### src/rtl/tile_drawer.sv
// tile_drawer: pixel engine that draws or erases one piano tile in a lane.
//
// A tile is a LANE_W x TILE_H filled rectangle whose leftmost and rightmost
// columns are painted BORDER_COLOUR. In erase mode the whole rectangle,
// border included, is painted BG_COLOUR. One pixel leaves per clock in
// raster order on the x/y/colour/plot interface the VGA adapter consumes.
// Rows at or below SCREEN_H are clipped (plot=0) but still take their cycle,
// so a request always lasts the same number of cycles.
//
// Ports:
//   clk        system clock
//   resetn     synchronous active-low reset
//   start      one-cycle request, only looked at while idle
//   lane       target lane index
//   top_y      row of the tile's top edge
//   colour_in  tile fill colour
//   erase      1 = paint the rectangle background colour, no border
//   x, y       pixel coordinate
//   colour     pixel colour
//   plot       pixel write strobe
//   busy       high from the cycle after acceptance through the last pixel
//   done       one-cycle pulse at the end of every request
//   err        one-cycle pulse with done when the lane index was rejected
module tile_drawer #(
  parameter int X_ORIGIN = 120,
  parameter int LANE_W = 20,
  parameter int TILE_H = 40,
  parameter int NUM_LANES = 4,
  parameter int SCREEN_H = 240,
  parameter logic [2:0] BG_COLOUR = 3'b111,
  parameter logic [2:0] BORDER_COLOUR = 3'b000
) (
  input  logic       clk,
  input  logic       resetn,
  input  logic       start,
  input  logic [1:0] lane,
  input  logic [7:0] top_y,
  input  logic [2:0] colour_in,
  input  logic       erase,
  output logic [8:0] x,
  output logic [7:0] y,
  output logic [2:0] colour,
  output logic       plot,
  output logic       busy,
  output logic       done,
  output logic       err
);

  localparam int PXW = $clog2(LANE_W);
  localparam int PYW = $clog2(TILE_H);
  localparam logic [PXW-1:0] PX_LAST = PXW'(LANE_W - 1);
  localparam logic [PYW-1:0] PY_LAST = PYW'(TILE_H - 1);
  localparam logic [8:0] X0 = 9'(X_ORIGIN);
  localparam logic [8:0] LW9 = 9'(LANE_W);
  localparam logic [8:0] SH9 = 9'(SCREEN_H);
  localparam logic [2:0] NL3 = 3'(NUM_LANES);

  typedef enum logic [1:0] {
    IDLE,
    DRAW,
    FINISH
  } state_t;

  state_t state, state_next;

  logic [PXW-1:0] px, px_next;
  logic [PYW-1:0] py, py_next;
  logic [1:0] lane_q, lane_q_next;
  logic [7:0] top_q, top_q_next;
  logic [2:0] fill_q, fill_q_next;
  logic erase_q, erase_q_next;
  logic reject, reject_next;

  logic [8:0] x_next;
  logic [7:0] y_next;
  logic [2:0] colour_next;
  logic plot_next, busy_next, done_next, err_next;

  logic [8:0] pix_x;
  logic [8:0] y_full;
  logic lane_ok;

  // y_full is kept at 9 bits so a tile hanging off the bottom clips
  // instead of wrapping back onto the top rows.
  assign pix_x = X0 + 9'(lane_q) * LW9 + 9'(px);
  assign y_full = {1'b0, top_q} + 9'(py);
  assign lane_ok = ({1'b0, lane} < NL3);

  always_comb begin
    state_next = state;
    px_next = px;
    py_next = py;
    lane_q_next = lane_q;
    top_q_next = top_q;
    fill_q_next = fill_q;
    erase_q_next = erase_q;
    reject_next = reject;
    x_next = x;
    y_next = y;
    colour_next = colour;
    plot_next = 1'b0;
    busy_next = 1'b0;
    done_next = 1'b0;
    err_next = 1'b0;

    case (state)
      IDLE: begin
        if (start) begin
          if (lane_ok) begin
            lane_q_next = lane;
            top_q_next = top_y;
            fill_q_next = colour_in;
            erase_q_next = erase;
            px_next = '0;
            py_next = '0;
            reject_next = 1'b0;
            busy_next = 1'b1;
            state_next = DRAW;
          end else begin
            reject_next = 1'b1;
            state_next = FINISH;
          end
        end
      end

      DRAW: begin
        x_next = pix_x;
        y_next = y_full[7:0];
        if (erase_q) begin
          colour_next = BG_COLOUR;
        end else if (px == '0 || px == PX_LAST) begin
          colour_next = BORDER_COLOUR;
        end else begin
          colour_next = fill_q;
        end
        plot_next = (y_full < SH9);
        busy_next = 1'b1;
        if (px == PX_LAST) begin
          px_next = '0;
          if (py == PY_LAST) begin
            state_next = FINISH;
          end else begin
            py_next = py + 1'b1;
          end
        end else begin
          px_next = px + 1'b1;
        end
      end

      FINISH: begin
        done_next = 1'b1;
        err_next = reject;
        reject_next = 1'b0;
        state_next = IDLE;
      end

      default: begin
        state_next = IDLE;
      end
    endcase
  end

  always_ff @(posedge clk) begin
    if (!resetn) begin
      state <= IDLE;
      px <= '0;
      py <= '0;
      lane_q <= '0;
      top_q <= '0;
      fill_q <= '0;
      erase_q <= 1'b0;
      reject <= 1'b0;
      x <= '0;
      y <= '0;
      colour <= '0;
      plot <= 1'b0;
      busy <= 1'b0;
      done <= 1'b0;
      err <= 1'b0;
    end else begin
      state <= state_next;
      px <= px_next;
      py <= py_next;
      lane_q <= lane_q_next;
      top_q <= top_q_next;
      fill_q <= fill_q_next;
      erase_q <= erase_q_next;
      reject <= reject_next;
      x <= x_next;
      y <= y_next;
      colour <= colour_next;
      plot <= plot_next;
      busy <= busy_next;
      done <= done_next;
      err <= err_next;
    end
  end

endmodule

### config.mk
export PLATFORM = sky130hd
export DESIGN_NAME = tile_drawer
export DESIGN_NICKNAME = d
export VERILOG_FILES = /design/src/rtl/tile_drawer.sv
export SDC_FILE = /design/constraint.sdc
export NUM_CORES = 1
export LEC_CHECK = 0
export BUFFER_PORTS_ARGS = -buffer_cell sky130_fd_sc_hd__buf_2
export CAP_MARGIN = 20
export CORE_MARGIN = 5
export CORE_UTILIZATION = 50
export CTS_CLUSTER_DIAMETER = 200
export DETAILED_ROUTE_END_ITERATION = 10
export GPL_ROUTABILITY_DRIVEN = 0
export PLACE_DENSITY_LB_ADDON = 0.2
export SYNTH_ARGS = -nofsm -noshare
export SYNTH_HDL_FRONTEND = slang
export SYNTH_SLANG_ARGS = --single-unit
### constraint.sdc
create_clock -name clk -period 1.77 [get_ports clk]
set_input_delay 0.354 -clock clk [delete_from_list [all_inputs] [get_ports clk]]
set_output_delay 0.354 -clock clk [all_outputs]
set_load 0.02 [all_outputs]
# == Word level (Yosys, flattened, before mapping) ==
# Cells that the tools add are included.
# totals
out_inout_bits,24
wordCells,60
register_bits,52
# op_classes
n_mul,1
eq_ne,8
n_reduce_logical,12
addsub,5
n_mux,18
order_cmp,1
# ops
op,n
$mux W6,3
$pmux W6 S2,1
$mux W5,2
$pmux W5 S2,1
$reduce_and A2 Y1,5
$add A8 B5 Y9,1
$add A8 B6 Y9,1
$lt A9 B8 Y1 const B,1
$add A7 B7 Y8 const A,1
$ne A2 B2 Y1 const B,4
$add A6 B1 Y6 const B,1
$eq A6 B6 Y1 const B,1
$mux W2,3
$mux W3,2
$add A5 B1 Y5 const B,1
$eq A5 B5 Y1 const B,1
$logic_not A5 Y1,1
$mul A2 B3 Y5 const B,1
$pmux W1 S2,2
$pmux W2 S2,1
$reduce_and A4 Y1,1
$reduce_bool A2 Y1,2
$mux W1,3
$reduce_and A3 Y1,1
other kinds (4),4

# == Longest topological paths before layout ==
# logic_depth
ltp_word,4
depth_mapped,9
depth_no_buf,9

# == Least setup slack after synthesis ==
# Ideal clock, no wire load.
# synth_path
path_kind,register to register
from,register py[3]
to,register plot
path_stages_with_launch,7
arrival_time_ps,1885
path_slack_ps,-175
n_path_buf,0
path_cell_list,dfxtp_1 > ha_1 > and2_4 > a221o_1 > or2_0 > a311oi_1 > o2111a_1
# synth_between
elab_chain_cells,2
# synth_lines
item,line_no,source
from (decl),67,"logic [PYW-1:0] py, py_next;"
from (signal assigned),183,py <= py_next;
$add A8 B6 Y9,86,"assign y_full = {1'b0, top_q} + 9'(py);"
$lt A9 B8 Y1,136,plot_next = (y_full < SH9);
to (signal assigned),192,plot <= plot_next;
to (decl),43,"output logic plot,"
# Every way passes these cells.
# A chain may end at the register's enable or synchronous reset.

# == Worst setup path after layout ==
# layout_path
from,register top_q[3]
to,register plot
# layout_between
elab_chain_cells,2
# layout_lines
item,line_no,source
from (decl),69,"logic [7:0] top_q, top_q_next;"
from (signal assigned),185,top_q <= top_q_next;
$add A8 B6 Y9,86,
$lt A9 B8 Y1,136,
# Every way passes these cells.

==> qor.yml <==
status: "finished, violations left"
violations: "setup timing"
drive_gt1_frac: 0.333
hp-class: "primary input to register"
synth_top_flop_cell: "dfxtp_1"
fp-row-count: 25
rsz0062_at_grt: "true"
vias: 2177
reg2reg_depth: 6
crit_type: "register to register"
cp_top_family: "simple AND/OR/NAND/NOR gates"
min_path_cells: 3
worstSkewPairLatency_ps: 300
endpoint_kind: "register"
drt-initial-drc-count: 93
async_flop_share: 0
antenna_cells: 0
ys_ff_latch: 49
postSynthCellCount: 303
critPathMaxStageDelay_ps: 390
maxCapViolCount: 0
die_height_um: 79.9
yosys_warnings: 0
worst-path-max-fanout: 4
cts_tree: "yes"
most-common-layout-cells: "nand2_1, a21oi_1, buf_2, dfxtp_1, buf_4"
cts_buffers: 5
rrSetupSlack_ps: -50
crit_chain: "ha_4 -> and2_4 -> a221o_1 -> or3_4 -> nand4_1 -> o2111a_1"
power_density_nw_per_um2: 719
fin_crit_ps: 1820
antenna_found_initial: 0
start_kind: "register"
cts_buffer_depth: 2
cts_sinks: 49
tns_ps: -49.7
fillers: 403
grt_pass1_wl_um: 9360
placed_area_um2: 2880
final-setup-viol-count: 2
fmax_mhz: 550
max-vdd-ir-drop_uv: 378
critPathSlowestCell: "or3_4"
cp.required_ps: 2010
dp_hpwl_um: 4030
final_nets: 392
clk_pin_slew_ps: 90
hp-start: "top_y[4]"
grt_max_degree: 23
fin_worst_skew_ps: 5.07
finalNonFillerCells: 424
core_area_um2: 4720
final_common_cell: "nand2_1"
seq_area_frac_synth: 0.402
finalCritPeriodShare: 1.03
io_buffers: 38
r2r_end: "plot"
syn_to_final_growth_pct: 27.5
crit_buf_inv: 0
first_pass_iters: 4
wirelength_um: 5700
synth_edf_count: 0
finish.instance_area_um2: 3110
p_leak_nw: 1.31
via_per_inst: 5.13
grt_pass1_vias: 2055
cts_root_buf: "clkbuf_8"
rr_startpoint: "top_q[3]"
ff_latch_area_um2: 998
syn-mean-instance-area_um2: 8.06
syn_area_um2: 2440
dp_cells: 415
die_w_um: 79.9
hold_viol: 0
synth_cell_types: 45
grt_use_total: 0.183
pin_count: 41
arrival_ps: 2060
antenna_left: 0
maxSlewViolCount: 0
setup_ws_ps: -47.5
hold-path-endpoint: "top_q[4]"
drc_errors: 0
wire_per_inst_um: 13.4
htreeDepth: 2
grt_overflow_total: 0
start_util: 0.517
die_area_um2: 6380
multi_input_comb_area_um2: 1480
repair_timing:
| action | CTS | global route |
|---|---|---|
| pin swaps | 3 | 13 |
| setup endpoints to repair | 5 | 13 |
| gates resized for setup | 10 | 28 |
| setup buffers | 0 | 1 |
| hold buffers | 0 | 0 |
cell usage after synthesis (all sizes together) (2+ instances only):
cell	count	area [um^2]
nor2b	3	18.8
nand3	9	45.0
xnor2	7	61.3
nand2b	6	37.5
clkbuf	16	60.1
a21o	3	22.5
nand2	53	199
or3	3	20.0
o21ai	12	60.1
nor4	2	12.5
dfxtp	49	981
a211oi	6	45.0
fa	2	40.0
a21oi	43	215
nor3	3	15.0
a211o	2	17.5
ha	17	213
buf	3	18.8
inv	19	71.3
nand3b	3	22.5
and2	2	15.0
mux2i	2	20.0
nor2	19	71.3
metrics by stage:
stage | setup WS (ps) | util | hold slack, ps | total power, mW
after detailed placement | -127 | 0.610 | 441 | 1.58
final | -47.5 | 0.659 | 280 | 2.24
after CTS | -38.9 | 0.638 | 275 | 2.24
after global routing | -130 | 0.659 | 276 | 2.35
after global placement | -63.0 | 0.610 | 438 | 1.57
after floorplan | 5.61 | - | 437 | 1.45
how the worst max path moves through the flow:
stage / from / endpoint / slack [ps] / cells after the start
global placement: top_q[4] / plot / -60 / 6
global route: py[0] / plot / -130 / 8
CTS: py[0] / plot / -40 / 8
floorplan: py[4] / plot / 6 / 6
finish: top_q[3] / plot / -50 / 6
detailed placement: top_q[4] / plot / -130 / 6
final cells by class:
class / count / area share
clock buffers: 5 / 0.0221
flip-flops and latches: 49 / 0.321
well taps: 67 / 0.0269
multi-input cells: 217 / 0.474
repair buffers: 64 / 0.128
inverters: 19 / 0.0229
clock inverters: 3 / 0.00563
report_power, final:
group          switching, mW  internal (mW)
clock network          0.385          0.274
logic                  0.227          0.160
registers             0.0358           1.16
total                  0.648           1.59
cell families after synthesis:
kind of cell / Yosys count / share of synthesized area
compound gates: 76 / 0.184
xor+xnor: 8 / 0.0287
fa+ha+maj: 19 / 0.103
buf+inv: 38 / 0.0615
flops: 49 / 0.402
mux: 2 / 0.00820
other cells: 1 / 0.00154
simple gates: 110 / 0.211
registers in the layout, indices dropped and copies added, names as in the netlist:
register  flops
busy          1
top_q         8
px            5
state         2
done          1
fill_q        3
x             8
plot          1
y             8
lane_q        2
py            6
erase_q       1
colour        3
metal layers:
layer,vias to the layer above,part of all wire,global-route usage,routed length [um]
li1,1131,-,-,-
met2,41,0.49,0.330,2820
met5,-,0,0,0
met4,0,0.0082,0.0456,47
met1,1000,0.45,0.227,2550
met3,5,0.049,0.0271,277
worst min-delay path, stage by stage:
cell and delay [ps]:
buf_2 90, nand2_1 40, a21oi_1 50
(Power assumes the default switching activity.)
